$ cat src/rtl/button_conditioner.sv
// Multi-channel push-button conditioner.
// Each channel synchronises a raw asynchronous button and debounces it with a
// 4-state FSM. It holds the stable level and emits one-cycle event pulses. The
// pulse events are press, release, both edges, or press with auto-repeat.
//
// Ports:
//   clk        clock
//   reset      synchronous, active-high reset
//   en         event enable; 0 suppresses pulses and clears repeat timers only
//   mode       00 press, 01 release, 10 both edges, 11 press + auto-repeat
//   button     raw asynchronous button inputs, active-high
//   level      debounced button state, registered
//   pulse      one-cycle event per channel, registered
//   any_pulse  OR of pulse
module button_conditioner #(
  parameter int unsigned N_CH            = 4,
  parameter int unsigned SYNC_STAGES     = 2,
  parameter int unsigned DEBOUNCE_CYCLES = 4,
  parameter int unsigned REPEAT_DELAY    = 16,
  parameter int unsigned REPEAT_RATE     = 4
) (
  input  logic            clk,
  input  logic            reset,
  input  logic            en,
  input  logic [1:0]      mode,
  input  logic [N_CH-1:0] button,
  output logic [N_CH-1:0] level,
  output logic [N_CH-1:0] pulse,
  output logic            any_pulse
);

  if (N_CH < 1) begin : g_bad_n_ch
    $error("N_CH must be >= 1");
  end
  if (SYNC_STAGES < 2) begin : g_bad_sync
    $error("SYNC_STAGES must be >= 2");
  end
  if (DEBOUNCE_CYCLES < 1) begin : g_bad_debounce
    $error("DEBOUNCE_CYCLES must be >= 1");
  end
  if (REPEAT_DELAY < 2) begin : g_bad_delay
    $error("REPEAT_DELAY must be >= 2");
  end
  if (REPEAT_RATE < 2) begin : g_bad_rate
    $error("REPEAT_RATE must be >= 2");
  end

  localparam int unsigned CntW   = $clog2(DEBOUNCE_CYCLES + 1);
  localparam int unsigned RepMax = (REPEAT_DELAY > REPEAT_RATE) ? REPEAT_DELAY : REPEAT_RATE;
  localparam int unsigned TmrW   = $clog2(RepMax + 1);

  // The count starts at 1 on the first differing sample, so the level flips
  // when the stored count equals DEBOUNCE_CYCLES-1 and s still disagrees.
  localparam logic [CntW-1:0] DbLast    = CntW'(DEBOUNCE_CYCLES - 1);
  localparam logic [TmrW-1:0] TmrDelay  = TmrW'(REPEAT_DELAY);
  localparam logic [TmrW-1:0] TmrRate   = TmrW'(REPEAT_RATE);
  localparam logic [TmrW-1:0] TmrOne    = TmrW'(1);
  localparam logic [CntW-1:0] CntOne    = CntW'(1);

  typedef enum logic [1:0] {
    StReleased   = 2'd0,
    StPressCnt   = 2'd1,
    StPressed    = 2'd2,
    StReleaseCnt = 2'd3
  } state_e;

  logic [N_CH-1:0] sync_q [SYNC_STAGES];
  logic [N_CH-1:0] s;

  state_e          state_q [N_CH];
  state_e          state_d [N_CH];
  logic [CntW-1:0] cnt_q   [N_CH];
  logic [CntW-1:0] cnt_d   [N_CH];
  logic [TmrW-1:0] timer_q [N_CH];
  logic [TmrW-1:0] timer_d [N_CH];
  logic [N_CH-1:0] level_q, level_d;
  logic [N_CH-1:0] pulse_q, pulse_d;
  logic [N_CH-1:0] rise, fall, rep, run;

  // Synchroniser chain; the last stage is the FSM input.
  always_ff @(posedge clk) begin
    if (reset) begin
      for (int k = 0; k < SYNC_STAGES; k++) sync_q[k] <= '0;
    end else begin
      sync_q[0] <= button;
      for (int k = 1; k < SYNC_STAGES; k++) sync_q[k] <= sync_q[k-1];
    end
  end

  assign s = sync_q[SYNC_STAGES-1];

  always_ff @(posedge clk) begin
    if (reset) begin
      for (int i = 0; i < N_CH; i++) begin
        state_q[i] <= StReleased;
        cnt_q[i]   <= '0;
        timer_q[i] <= '0;
      end
      level_q <= '0;
      pulse_q <= '0;
    end else begin
      for (int i = 0; i < N_CH; i++) begin
        state_q[i] <= state_d[i];
        cnt_q[i]   <= cnt_d[i];
        timer_q[i] <= timer_d[i];
      end
      level_q <= level_d;
      pulse_q <= pulse_d;
    end
  end

  always_comb begin
    level_d = level_q;
    pulse_d = '0;
    rise    = '0;
    fall    = '0;
    rep     = '0;
    run     = '0;
    for (int i = 0; i < N_CH; i++) begin
      state_d[i] = state_q[i];
      cnt_d[i]   = cnt_q[i];
      timer_d[i] = '0;

      // Debounce FSM.
      unique case (state_q[i])
        StReleased: begin
          if (s[i]) begin
            if (DEBOUNCE_CYCLES == 1) begin
              state_d[i] = StPressed;
              level_d[i] = 1'b1;
            end else begin
              state_d[i] = StPressCnt;
              cnt_d[i]   = CntOne;
            end
          end
        end
        StPressCnt: begin
          if (!s[i]) begin
            state_d[i] = StReleased;
            cnt_d[i]   = '0;
          end else if (cnt_q[i] == DbLast) begin
            state_d[i] = StPressed;
            cnt_d[i]   = '0;
            level_d[i] = 1'b1;
          end else begin
            cnt_d[i] = cnt_q[i] + CntOne;
          end
        end
        StPressed: begin
          if (!s[i]) begin
            if (DEBOUNCE_CYCLES == 1) begin
              state_d[i] = StReleased;
              level_d[i] = 1'b0;
            end else begin
              state_d[i] = StReleaseCnt;
              cnt_d[i]   = CntOne;
            end
          end
        end
        StReleaseCnt: begin
          if (s[i]) begin
            state_d[i] = StPressed;
            cnt_d[i]   = '0;
          end else if (cnt_q[i] == DbLast) begin
            state_d[i] = StReleased;
            cnt_d[i]   = '0;
            level_d[i] = 1'b0;
          end else begin
            cnt_d[i] = cnt_q[i] + CntOne;
          end
        end
        default: begin
          state_d[i] = StReleased;
          cnt_d[i]   = '0;
          level_d[i] = 1'b0;
        end
      endcase

      rise[i] = level_d[i] & ~level_q[i];
      fall[i] = ~level_d[i] & level_q[i];

      // A non-zero timer means a press in repeat mode armed it. The timer
      // counts down to 1 and then reloads. Any break in repeat conditions
      // zeroes it, so it cannot restart until a fresh press.
      run[i] = (state_q[i] == StPressed || state_q[i] == StReleaseCnt) &&
               (mode == 2'b11) && en && (timer_q[i] != '0);
      if (run[i]) begin
        if (timer_q[i] == TmrOne) begin
          rep[i]     = level_d[i];  // drop a repeat that lands on the release edge
          timer_d[i] = TmrRate;
        end else begin
          timer_d[i] = timer_q[i] - TmrOne;
        end
      end
      if (fall[i]) timer_d[i] = '0;
      if (rise[i] && en && mode == 2'b11) timer_d[i] = TmrDelay;

      if (en) begin
        unique case (mode)
          2'b00:   pulse_d[i] = rise[i];
          2'b01:   pulse_d[i] = fall[i];
          2'b10:   pulse_d[i] = rise[i] | fall[i];
          default: pulse_d[i] = rise[i] | rep[i];
        endcase
      end
    end
  end

  assign level     = level_q;
  assign pulse     = pulse_q;
  assign any_pulse = |pulse_q;

endmodule

$ cat config.mk
export PLATFORM = sky130hd
export DESIGN_NAME = button_conditioner
export DESIGN_NICKNAME = d
export VERILOG_FILES = /design/src/rtl/button_conditioner.sv
export SDC_FILE = /design/constraint.sdc
export NUM_CORES = 1
export LEC_CHECK = 0
export CELL_PAD_IN_SITES_DETAIL_PLACEMENT = 0
export CELL_PAD_IN_SITES_GLOBAL_PLACEMENT = 1
export CORE_MARGIN = 2
export CORE_UTILIZATION = 42
export DETAILED_ROUTE_END_ITERATION = 12
export GPL_TIMING_DRIVEN = 0
export PLACE_DENSITY = 0.72
export SYNTH_ARGS = -nofsm -noshare
export SYNTH_HDL_FRONTEND = slang
export SYNTH_SLANG_ARGS = --single-unit
$ cat constraint.sdc
create_clock -name clk -period 1.9 [get_ports clk]
set_input_delay 0.57 -clock clk [delete_from_list [all_inputs] [get_ports clk]]
set_output_delay 0.57 -clock clk [all_outputs]
set_load 0.02 [all_outputs]
* Word-level counts from Yosys, hierarchy flattened *
Memories as Yosys holds them, arrays and structs flattened.
Cells that the tools add are included.

operators by class
  reduce and logical (&&, ||, !) cells = 35
  divide/modulo/power cells = 0
  eq/ne operators = 23
  multiply operators = 0
  add/sub/neg operators = 8
  multiplexer cells = 117
  shifts and indexed selects = 0
  bitwise logic cells = 39
  order comparisons = 0

operator list
  kind                                                                    count
  5-bit 2-to-1 mux                                                        20
  3-bit 2-to-1 mux                                                        24
  2-bit 2-to-1 mux                                                        28
  3-bit one-hot mux with 4 select lines                                   4
  2-bit one-hot mux with 4 select lines                                   4
  1-bit 2-to-1 mux                                                        27
  1-bit bitwise OR                                                        22
  2-bit equality test (second input constant)                             10
  5-bit by 1-bit equality test with 1-bit output (second input constant)  4
  1-bit logical AND                                                       20
  5-bit nonzero test                                                      4
  5-bit by 1-bit subtractor with 5-bit output (second input constant)     4
  3-bit by 1-bit adder with 3-bit output (second input constant)          4
  3-bit by 2-bit equality test with 1-bit output (second input constant)  4
  1-bit one-hot mux with 3 select lines                                   4
  2-bit by 1-bit equality test with 1-bit output (second input constant)  5
  2-bit zero test                                                         5
  1-bit NOT                                                               9
  1-bit AND                                                               8
  4-bit 2-to-1 mux                                                        2
  1-bit one-hot mux with 2 select lines                                   4
  1-bit logical OR                                                        4
  4-bit OR reduction                                                      1
  2-bit OR reduction                                                      1

storage, ports and cells
  memories = 4
  ROM bits = 0
  latch bits = 0
  bits in registers = 8
  memory bits (writable) = 48

memories
  memory   words  bits a word  rd ports  clocked after Yosys merged registers in  wr ports  RTL line  RTL
  timer_q  4      5            4         0                                        4         74        logic [TmrW-1:0] timer_q [N_CH];
  cnt_q    4      3            4         0                                        4         72        logic [CntW-1:0] cnt_q [N_CH];
  state_q  4      2            4         0                                        4         70        state_e state_q [N_CH];
  sync_q   2      4            2         0                                        2         67        logic [N_CH-1:0] sync_q [SYNC_STAGES];

* Logic depth before layout (Yosys ltp) *
  depth after elaboration = 9
  mapped depth = 6

* Worst setup path after synthesis *
Ideal clock, no wire load.

  path type = input to register
  from = in reset
  to = reg pulse_q[2], in the netlist pulse[2]
  data arrival time = 1.695 ns
  data required time = 1.825 ns
  setup slack = 0.131 ns
  setup time = 0.075 ns
  path buffers = 1
  cell stages on the path = 5
  cell sequence = buf_6 > nand2b_4 > or2_4 > or4_1 > o22ai_1

between the ends
  longest elaborated chain between the ends = 1

ends and longest elaborated chain
  what                                 RTL line  RTL
  start, declared                      23        input logic reset,
  2-bit OR reduction (no source line)  n/a
  end signal, assigned                 108       pulse_q <= pulse_d;
  end, declared                        77        logic [N_CH-1:0] pulse_q, pulse_d;

No other way between the ends.
A chain may end at the register's enable or synchronous reset.

* Worst setup path after layout *
  from = reg pulse_q[1], in the netlist pulse[1]
  to = out any_pulse

between the ends
  longest elaborated chain between the ends = 1

ends and longest elaborated chain
  what                RTL line  RTL
  4-bit OR reduction  211       assign any_pulse = |pulse_q;
  end, declared       29        output logic any_pulse

No other way between the ends.

==> impl_results.md <==
* Cell area after layout at 0.00327 mm²
* Critical path class: reg -> out
* GP Congestion at 0.773
* Arr. time, crit path at 1.32 ns
* Mapped Avg Cell Area at 8.86 µm²
* Final setup viols at 0
* Status: complete, no violations
* CTS H-tree lvls at 2
* Post-Syn Nets at 349
* Slew margin rel. at 0.607
* Worst hold slack at 0.444 ns
* Sequential Area at 0.00112 mm²
* Crit path launch type: flip-flop
* Synth top area share at 0.394
* Maximum root-to-sink buffer count at 2
* Die width at 86.3 µm
* Largest cells by area after synthesis: dfxtp_1 39%, ha_1 8.4%, nor2_1 4.5%
* Number of synthesized flops with an enable pin at 0
* Highest Clock Rate at 529 MHz
* VDD IR max at 318 µV
* Number of max-cap violations at 0
* CP endpoint kind: primary output
* Clock slew at reported path FFs at 0.10 ns
* Total Wirelength at 5730 µm
* DRC Markers at 0
* IO buf count at 16
* First-pass GRT wire length at 9630 µm
* Mapped Area at 0.00284 mm²
* Sequential fraction of the synthesis area at 0.394
* CTS tree: done
* Iter 0 DRT Violations at 57
* Final slew viol count at 0
* ANT nets after route at 0
* Worst R2R Path Depth at 6
* Post-synth top flop: dfxtp_1
* FF-to-FF setup slack at 0.07 ns
* Die Y at 86.3 µm
* Synth async-reset ratio at 0
* # IOs at 18
* Fin nets at 377
* Post-layout minimum cycle time at 1.89 ns
* Skew final at 0.00541 ns
* Synth unique cells at 59
* CP endpoint: any_pulse
* TritonCTS Buffers at 5
* Core area at 0.00646 mm²
* Vias in the first global route at 2062
* Synth top cells by count: 56 x dfxtp_1, 34 x nor2_1, 20 x nand2_1
* Slew @ Worst Pin at 0.589 ns
* # rows at 29
* Total GRT Usage at 0.160
* Iteration count of the initial detailed-routing pass at 4
* Initial Utilization at 0.440
* CTS sink count at 56
* Largest net degree at the start of global routing at 19
* Worst hold path class: reg -> reg
* Yosys top cell by area: dfxtp_1
* Die footprint at 0.00745 mm²
* Root Buffer: clkbuf_8
* Grt total ovfl at 0
* Worst reg2reg path endpoint: timer_q[2][4]$_SDFF_PP0_
* CP max FO at 2
* Hold-fix buffers, CTS at 0
* DR WL/cell at 13.4 µm
* Multi-input gate area at 0.00163 mm²
* Ratio of cells with drive above 1 in the final layout at 0.103
* FF+latch count, synth at 56
* Diodes inserted at 0
* Critical path startpoint: pulse[1]$_SDFF_PP0_
* Vias per cell at 5.30
* Mapped Cells at 321
* Final HPWL DP at 4150 µm
* Clk_lat worst skew at 0.31 ns
* Worst EP required at 1.33 ns
* RSZ-0062 raised after global routing: yes
* Placed Area at 0.00310 mm²
* YS warnings at 0
* Final hold viol count at 0
* Vias at 2265
* Setup_tns at 0 ns
* Final Util at 0.506
* Pleak at 1.33 nW
* Initial antenna violation count at 0
* Power Density at 641 mW/mm²
* Placed cells at 414
* Area growth from synthesis to layout at 15.0%
* Most frequent cell after synthesis: dfxtp_1
* Finished Layout Cells at 427
* Final Cycle Share at 0.994
* FF-to-FF Start: state_q[2][0]$_SDFFE_PP0P_
* Number of fill cells at 668
-- report_power, final --
group / switching, W / leakage [nW] / internal (W)
combinational: 0.000103 / 0.836 / 0.0000884
sequential: 0.0000255 / 0.455 / 0.00120
clock: 0.000418 / 0.0404 / 0.000262
total: 0.000546 / 1.33 / 0.00155
-- state kept, by name (all words and copies together), names as in the netlist, named ones only --
name     cells
timer_q     20
cnt_q       12
sync_q       8
level        4
pulse        4
state_q      4
-- kinds of logic after synthesis --
kind of cell	count (synthesis)	synth area share
fa+ha+maj	19	0.0836
buf+inv	28	0.0431
compound gates	62	0.153
flops	56	0.394
simple gates	140	0.274
xor+xnor	11	0.0339
mux	5	0.0185
-- per-layer routing --
| metal | up-vias | GRT usage | wire length, µm |
|---|---|---|---|
| li1 | 1204 | - | - |
| met1 | 1037 | 0.224 | 3070 |
| met2 | 19 | 0.255 | 2470 |
| met3 | 5 | 0.0305 | 141 |
| met4 | 0 | 0.0384 | 57 |
| met5 | - | 0 | 0 |
-- per-stage QoR --
step / power [W] / worst slack [ns]
2_1_floorplan: 0.00138 / 0.131
3_3_place_gp: 0.00144 / -0.492
3_5_place_dp: 0.00144 / -0.491
4_1_cts: 0.00212 / 0.00222
5_1_grt: 0.00218 / -0.0186
6_report: 0.00210 / 0.0113
-- worst max-delay path, stage by stage, from the launching register on --
cell and delay (ns):
dfxtp_2 0.34, or4_4 0.52, buf_6 0.14
-- cells in the final DEF (no fill, tap or decap), types with 3 or more instances in the layout --
cell type,count
or4b_2,3
inv_1,14
dfxtp_1,55
clkbuf_8,5
a211o_1,3
mux2i_1,3
nand3b_1,6
nor3b_1,7
o21ai_0,6
o21a_1,3
a31oi_1,3
ha_1,19
nand2_1,20
xnor2_1,7
nor2_1,34
and3b_1,3
clkdlybuf4s50_1,8
xor2_1,4
nand4_1,8
clkbuf_1,7
dlygate4sd2_1,5
and3_1,6
nor2b_1,14
nor3_1,13
nand2b_1,6
buf_6,4
buf_4,6
a21oi_1,18
o211a_1,4
nand3_1,5
-- final cells by class --
| type | instances | share of cell area |
|---|---|---|
| sequential | 56 | 0.343 |
| buffer | 14 | 0.0252 |
| clock inverter | 3 | 0.00727 |
| timing repair buffer | 21 | 0.0604 |
| clock buffer | 5 | 0.0210 |
| inverter | 14 | 0.0161 |
| multi-input combinational | 237 | 0.497 |
| tap | 77 | 0.0295 |
-- what timing repair did --
action / in CTS / in global routing
buffers inserted: 0 / 5
resized for setup: 13 / 10
endpoints found under the setup margin: 12 / 9
pin swaps: 1 / 3
-- how the worst min path moves through the flow --
stage,startpoint,to,cells after the start,slack [ns]
after floorplan,sync_q[0][0]$_SDFF_PP0_,sync_q[0][4]$_SDFF_PP0_,1,0.41
after global placement,sync_q[0][0]$_SDFF_PP0_,sync_q[0][4]$_SDFF_PP0_,1,0.42
after detailed placement,sync_q[0][0]$_SDFF_PP0_,sync_q[0][4]$_SDFF_PP0_,1,0.42
after CTS,reset,sync_q[0][7]$_SDFF_PP0_,2,0.44
after global routing,reset,sync_q[0][7]$_SDFF_PP0_,2,0.44
final,sync_q[0][0]$_SDFF_PP0_,sync_q[0][4]$_SDFF_PP0_,1,0.44
Power figures use the tool's default switching activity.
==> variant: new RTL, same settings <==
Reset style: asynchronous (`reset`), changed in 2 clocked blocks. Comments in the files are not updated.
--- a/src/rtl/button_conditioner.sv
+++ b/src/rtl/button_conditioner.sv
@@ -78,7 +78,7 @@
   logic [N_CH-1:0] rise, fall, rep, run;
 
   // Synchroniser chain; the last stage is the FSM input.
-  always_ff @(posedge clk) begin
+  always_ff @(posedge clk or posedge reset) begin
     if (reset) begin
       for (int k = 0; k < SYNC_STAGES; k++) sync_q[k] <= '0;
     end else begin
@@ -89,7 +89,7 @@
 
   assign s = sync_q[SYNC_STAGES-1];
 
-  always_ff @(posedge clk) begin
+  always_ff @(posedge clk or posedge reset) begin
     if (reset) begin
       for (int i = 0; i < N_CH; i++) begin
         state_q[i] <= StReleased;
Function: differs if reset is asserted again (counterexample within 10 cycles, from zero or initial values and one cycle with reset high); with reset held inactive, the same outputs for 10 cycles.
==> variant against the unedited design <==
The flow now finishes with violations (negative setup slack); clock skew rose by 0.0013 ns; sequential cell count stayed put; routed wire length down 12%; non-clock buffer count down 13; synthesized area fell by 1.9%; highest routed layer unchanged; global-route usage decreased by 0.87 points; die area is 1.8% lower; worst setup slack lost 0.062 ns; final area decreased by 2.2%.
Power is not compared: it rests on default switching activity, and its combinational part moved more than twofold at a synthesized area within 25%.
==> variant: results (changes against the unedited design) <==
[run_status]
status=finished, violations left
violations=negative setup slack

[global_routing]
grt_start_max_net_pins=57  ; +38
grt_pass1_wl_um=8960  ; -6.9%
grt_pass1_vias=2000  ; -3.0%

[timing]
setup_tns_ns=-0.0511  ; -0.0511 ns
setup_slack_ns=-0.0511  ; -0.0623 ns
setup_viol=1  ; +1
skew_ns=0.00671  ; +0.00130 ns

[placement]
place_area_um2=3060  ; -1.3%
dp_hpwl_um=3480  ; -16%
routabilityCongestion=0.794  ; +2.8%
place_inst=372  ; -10%
portBuffers=17  ; +1

[worst_setup_path]
arrival_ns=1.38  ; +0.06 ns

[synthesis]
yosys-top-cells-area=dfrtp_1 (50%), ha_1 (7.2%), nand2_1 (5.0%)
synth_ff_type=dfrtp_1
seq_area_frac_synth=0.502  ; +0.108
synth_common_cells=dfrtp_1 (56), nand2_1 (37), nor3_1 (19)

[cells_and_area]
syn2layout_area_growth_pct=14.7
final_layout_size_suffix_gt1_frac=0.0656  ; -0.0373
nFillCells=597  ; -11%
nets=329  ; -13%

[detailed_routing]
drtIter0Drc=98  ; +72%
viasPerCell=5.32  ; +0.38%

variant: area by class of cell:
class                   instances  area share
flip-flops and latches         56       0.438
multi-input cells             204       0.414
repair buffers                 19      0.0618
well taps                      77      0.0301
clock buffers                   6      0.0227
inverters                      15      0.0188
clock inverters                 2      0.0110
plain buffers                   3     0.00352
variant: path summary, 6_finish.rpt:
path	slack (ns)	cells after the start	start	endpoint
worst max-delay path	-0.05	2	pulse[0]	any_pulse
worst min-delay path	0.35	0	sync_q[5]	s[1]
worst max register to register	0.17	5	cnt_q[6]	pulse[1]
worst min register to register	0.35	0	sync_q[5]	s[1]
max in group asynchronous	0.68	3	reset	level[0]
min in group asynchronous	0.68	2	reset	state_q[6]
variant: per-layer routing:
layer / wire length [um] / GRT usage / up-vias
met5: 0 / 0 / -
met4: 57 / 0.0433 / 0
met3: 148 / 0.0308 / 6
met2: 2310 / 0.239 / 22
met1: 2510 / 0.212 / 977
li1: - / - / 1029
variant: power by group through the flow:
| stage | registers, W | clock network (W) | logic, W |
|---|---|---|---|
| after floorplan | 0.00153 | 0 | 0.000503 |
| after global placement | 0.00157 | 0 | 0.000625 |
| after detailed placement | 0.00157 | 0 | 0.000646 |
| after CTS | 0.00155 | 0.000815 | 0.000643 |
| after global routing | 0.00159 | 0.000854 | 0.000751 |
| final | 0.00155 | 0.000780 | 0.000637 |
variant: cell families after synthesis:
family                   count (synthesis)  synth area share
AO/OA/AOI/OAI                           54             0.119
multiplexers                             3            0.0121
AND/OR/NAND/NOR                        117             0.226
buffers and inverters                   18            0.0242
flip-flops                              56             0.502
adder cells (fa/ha/maj)                 16            0.0718
XOR/XNOR                                14            0.0440
variant: worst max-delay path, cell delays in order (launching register included):
cell and delay (ns):
dfrtp_1 0.41, or4_4 0.51, buf_6 0.14
